===== config.mk =====
export PLATFORM = sky130hd
export DESIGN_NAME = divider16_seq
export DESIGN_NICKNAME = d
export VERILOG_FILES = /design/src/rtl/divider16_seq.sv
export SDC_FILE = /design/constraint.sdc
export NUM_CORES = 1
export LEC_CHECK = 0
export CAP_MARGIN = 10
export CORE_ASPECT_RATIO = 0.8
export CORE_MARGIN = 2
export CORE_UTILIZATION = 50
export DETAILED_ROUTE_END_ITERATION = 8
export PLACE_DENSITY_LB_ADDON = 0.15
export SYNTH_ARGS = -nofsm -noshare
export SYNTH_HDL_FRONTEND = slang
export SYNTH_SLANG_ARGS = --single-unit

===== constraint.sdc =====
create_clock -name CLK -period 8.7 [get_ports CLK]
set_clock_uncertainty 0.2 [all_clocks]
set_input_delay 2.61 -clock CLK [delete_from_list [all_inputs] [get_ports CLK]]
set_output_delay 2.61 -clock CLK [all_outputs]
set_load 0.01 [all_outputs]

===== src/rtl/divider16_seq.sv =====
// Iterative restoring divider: one subtract-and-shift step per clock, WIDTH steps per operation.
// Define DIVIDER_SIGNED_EN for two's-complement operands (magnitude divide plus sign fix-up).
module divider16_seq #(
  parameter int WIDTH = 16
) (
  input  logic             CLK,
  input  logic             RST,
  input  logic             START,
  input  logic [WIDTH-1:0] DIVIDEND,
  input  logic [WIDTH-1:0] DIVISOR,
  output logic             BUSY,
  output logic             DONE,
  output logic [WIDTH-1:0] QUOTIENT,
  output logic [WIDTH-1:0] REMAINDER,
  output logic             DIV_BY_ZERO
);
  typedef enum logic [1:0] {IDLE, CALC, FINISH} state_t;
  localparam int CW = $clog2(WIDTH);

  state_t           state_q;
  logic [CW-1:0]    cnt_q;
  logic [WIDTH-1:0] prem_q, quo_q, dvs_q;
  logic [WIDTH-1:0] quot_q, rem_q;
  logic             busy_q, done_q, dbz_q;
  logic [WIDTH:0]   trial;
  logic [WIDTH-1:0] prem_d, quo_d;

`ifdef DIVIDER_SIGNED_EN
  logic qneg_q, rneg_q;

  function automatic logic [WIDTH-1:0] mag(input logic [WIDTH-1:0] v);
    return v[WIDTH-1] ? (~v + WIDTH'(1)) : v;
  endfunction

  function automatic logic [WIDTH-1:0] apply_sign(input logic [WIDTH-1:0] m, input logic neg);
    return neg ? (~m + WIDTH'(1)) : m;
  endfunction
`endif

  // The shifted-out top bit joins the partial remainder, so the trial needs WIDTH+1 bits.
  always_comb begin
    trial = {prem_q, quo_q[WIDTH-1]} - {1'b0, dvs_q};
    if (!trial[WIDTH]) begin
      prem_d = trial[WIDTH-1:0];
      quo_d  = {quo_q[WIDTH-2:0], 1'b1};
    end else begin
      prem_d = {prem_q[WIDTH-2:0], quo_q[WIDTH-1]};
      quo_d  = {quo_q[WIDTH-2:0], 1'b0};
    end
  end

  always_ff @(posedge CLK) begin
    if (RST) begin
      state_q <= IDLE;
      cnt_q   <= '0;
      prem_q  <= '0;
      quo_q   <= '0;
      dvs_q   <= '0;
      quot_q  <= '0;
      rem_q   <= '0;
      busy_q  <= 1'b0;
      done_q  <= 1'b0;
      dbz_q   <= 1'b0;
`ifdef DIVIDER_SIGNED_EN
      qneg_q  <= 1'b0;
      rneg_q  <= 1'b0;
`endif
    end else begin
      done_q <= 1'b0;
      case (state_q)
        IDLE: begin
          if (START) begin
            if (DIVISOR == '0) begin
              state_q <= FINISH;
              done_q  <= 1'b1;
              quot_q  <= '1;
              rem_q   <= DIVIDEND;
              dbz_q   <= 1'b1;
            end else begin
              state_q <= CALC;
              busy_q  <= 1'b1;
              cnt_q   <= '0;
              prem_q  <= '0;
`ifdef DIVIDER_SIGNED_EN
              quo_q   <= mag(DIVIDEND);
              dvs_q   <= mag(DIVISOR);
              qneg_q  <= DIVIDEND[WIDTH-1] ^ DIVISOR[WIDTH-1];
              rneg_q  <= DIVIDEND[WIDTH-1];
`else
              quo_q   <= DIVIDEND;
              dvs_q   <= DIVISOR;
`endif
            end
          end
        end
        CALC: begin
          prem_q <= prem_d;
          quo_q  <= quo_d;
          cnt_q  <= cnt_q + CW'(1);
          if (cnt_q == CW'(WIDTH-1)) begin
            state_q <= FINISH;
            busy_q  <= 1'b0;
            done_q  <= 1'b1;
            dbz_q   <= 1'b0;
`ifdef DIVIDER_SIGNED_EN
            quot_q  <= apply_sign(quo_d, qneg_q);
            rem_q   <= apply_sign(prem_d, rneg_q);
`else
            quot_q  <= quo_d;
            rem_q   <= prem_d;
`endif
          end
        end
        FINISH:  state_q <= IDLE;
        default: state_q <= IDLE;
      endcase
    end
  end

  assign BUSY        = busy_q;
  assign DONE        = done_q;
  assign QUOTIENT    = quot_q;
  assign REMAINDER   = rem_q;
  assign DIV_BY_ZERO = dbz_q;
endmodule


==> results_dict.tcl <==
set metrics [dict create \
    r2r_end "prem_q[14]" \
    worst_slew_pin_slew_ps 1060 \
    grt_max_degree 53 \
    synth.avg_cell_area_um2 8.57 \
    coreArea_mm2 0.00860 \
    reg2reg_from "quo_q[15]" \
    globalplace.congestion 0.920 \
    synth.net_count 578 \
    die_y_um 88.8 \
    finalWorstSetupSlack_ps 3220 \
    period_needed_ps 5480 \
    hp-class "reg -> reg" \
    syn_area_mm2 0.00450 \
    synth.area.top_cells "dfxtp_1 (40%), mux2i_1 (6.0%), nand2_1 (5.7%)" \
    ys_types 53 \
    finalPower_mw 1.57 \
    routed_via_density 5.92 \
    clkSinkCount 89 \
    synth_edf_count 0 \
    maxCapViolations 0 \
    dr.first_iter.drc_count 276 \
    areaGrowthSynthToFinish_pct 20.4 \
    cts_setup_buffers 0 \
    holdPathStages 2 \
    setup_viol 0 \
    synth_top_area_share 0.396 \
    cts_hold_buf 0 \
    outcome "completed" \
    final_antenna_net_count 0 \
    rsz0062_at_grt "false" \
    timing.setup.tns_ps 0 \
    cp.arrival_ps 5570 \
    grt_first_pass_wirelength_mm 19.3 \
    vias 4094 \
    cts-resized-gates 0 \
    synthFlopType "dfxtp_1" \
    stdcell_count 692 \
    cts_tree "built" \
    synth.ff_latch_count 89 \
    cts_root_buffer "clkbuf_8" \
    nets 629 \
    vdd_drop_max_v 0.000177 \
    cts_buffers 9 \
    drv_slew 0 \
    fp-row-count 30 \
    grt-ovfl-total 0 \
    cp.required_ps 8790 \
    fmax_ghz 0.182 \
    leakage_nw 2.13 \
    dieArea_mm2 0.00977 \
    power-per-cell-area_mw_per_mm2 289 \
    holdPathEnd "DIV_BY_ZERO" \
    path_clk_slew_ps 80 \
    hold_viol_final 0 \
    fillers 743 \
    grt_pass1_vias 3911 \
    dp_cells 677 \
    die_w_um 110 \
    io_pins 70 \
    diodes 0 \
    r2r_setup_slack_ps 5210 \
    drive_above_1_share 0.0655 \
    hp-start "DIV_BY_ZERO" \
    place_ws_ps 2930 \
    async_flop_share 0 \
    antenna_found_initial 0 \
    gr-usage-all-layers 0.254 \
    utilization 0.630 \
    worstSetupPathType "in -> reg" \
    dpl.hpwl_mm 8.18 \
    end_kind "flop" \
    path_max_fanout 37 \
    h-tree-depth 3 \
    wl_per_cell_um 16.8 \
    yosys.area.top_type "dfxtp_1" \
    start_kind "input pin" \
    relSlewSlack 0.289 \
    insertion_delay_ps 360 \
    drc 0 \
    fin_crit_sh 0.630 \
    postSynthCellCount 525 \
    drt_pass1_iterations 7 \
    initial_core_util 0.523 \
    yosys_warnings 0 \
    io_buffers 69 \
    ys_seq_area_frac 0.396 \
    cts_buffer_depth 2 \
    drt-total-wl_mm 11.6 \
    r2r_cells 11 \
]
[cell type report]
type,instances,area [um^2],area share
Clock inverter,3,65.1,0.0120
Tap cell,112,140,0.0259
Sequential cell,89,1780,0.329
Timing Repair Buffer,72,708,0.131
Multi-Input combinational cell,379,2480,0.458
Clock buffer,12,145,0.0268
Inverter,25,93.8,0.0173
[cell families after synthesis]
family	synth area share
DFF	0.396
AOI/OAI and AO/OA	0.254
buffers and inverters	0.0531
muxes	0.0626
adders and majority gates	0.0518
and+or+nand+nor	0.157
xor gates and xnor gates	0.0253
[placed cells by master (no fill, tap or decap), types with 8 or more instances in the layout]
cell type        Yosys  layout
nand2_1             68      68
a21oi_1             29      28
o221a_2             15      15
o21ai_0             33      33
inv_1               24      24
mux2i_1             27      27
dfxtp_1             89      89
and3_1               8       8
a311oi_1            15      15
nor2_1              52      52
ha_1                17      17
clkbuf_8             0      10
o22ai_1             11      11
clkdlybuf4s50_1      0      68
[report_power, final]
group / switching (mW) / internal [mW] / total, mW / leakage (nW)
Sequential: 0.0339 / 0.445 / 0.479 / 0.725
Clock: 0.138 / 0.168 / 0.306 / 0.106
Combinational: 0.464 / 0.319 / 0.783 / 1.29
Total: 0.636 / 0.931 / 1.57 / 2.13
[metrics by stage]
step	cell area (um^2)	hold slack, ps
after detailed placement	5200	256
after CTS	5410	268
final	5410	272
after floorplan	4500	237
after global placement	5200	252
after global routing	5410	287
[flip-flops by register name (all words and copies together) (netlist names)]
| name | count |
|---|---|
| DIV_BY_ZERO | 1 |
| BUSY | 1 |
| dvs_q | 16 |
| state_q | 2 |
| quo_q | 16 |
| QUOTIENT | 16 |
| prem_q | 16 |
| REMAINDER | 16 |
| DONE | 1 |
| cnt_q | 4 |
[critical path, cell delays in order]
cell,delay [ps]
clkdlybuf4s50_1,430
nor4_1,640
a21boi_0,240
o21ba_2,480
nor2_1,870
a22o_1,270
[worst max path at each step]
| stage | from | endpoint | slack (ps) | cells after the start |
|---|---|---|---|---|
| floorplan | DIVISOR[11] | QUOTIENT[10] | 4130 | 6 |
| global placement | DIVISOR[11] | prem_q[12] | 2990 | 6 |
| detailed placement | DIVISOR[11] | prem_q[14] | 2930 | 6 |
| CTS | DIVISOR[11] | prem_q[12] | 3260 | 6 |
| global route | DIVISOR[11] | prem_q[8] | 2900 | 7 |
| finish | DIVISOR[11] | prem_q[12] | 3220 | 6 |
[cell usage after synthesis, types with 2 or more instances]
library cell	number
o31ai_1	2
xnor2_1	7
nor3_1	2
and3_1	8
and2_1	4
nand4_1	6
a311oi_1	15
o211ai_1	5
nand2_1	68
a211o_1	4
clkbuf_1	24
a22o_1	3
o21ai_0	33
o2111ai_1	2
nor2b_1	2
inv_1	24
o211a_1	2
o221a_2	15
a21o_1	6
o22ai_1	11
dfxtp_1	89
a211oi_1	4
a21boi_0	2
o21a_1	7
ha_1	17
mux2i_1	27
nand2b_1	5
nor2_1	52
nand3_1	5
buf_2	5
xor2_1	6
o221ai_1	4
nor4_1	6
buf_6	2
a31oi_1	5
a21oi_1	29
[per-layer routing]
metal | GRT usage | share of wire
met1 | 0.353 | 0.48
met2 | 0.386 | 0.44
met3 | 0.0744 | 0.071
met4 | 0.0656 | 0.0096
met5 | 0 | 0
(Power assumes the default switching activity.)
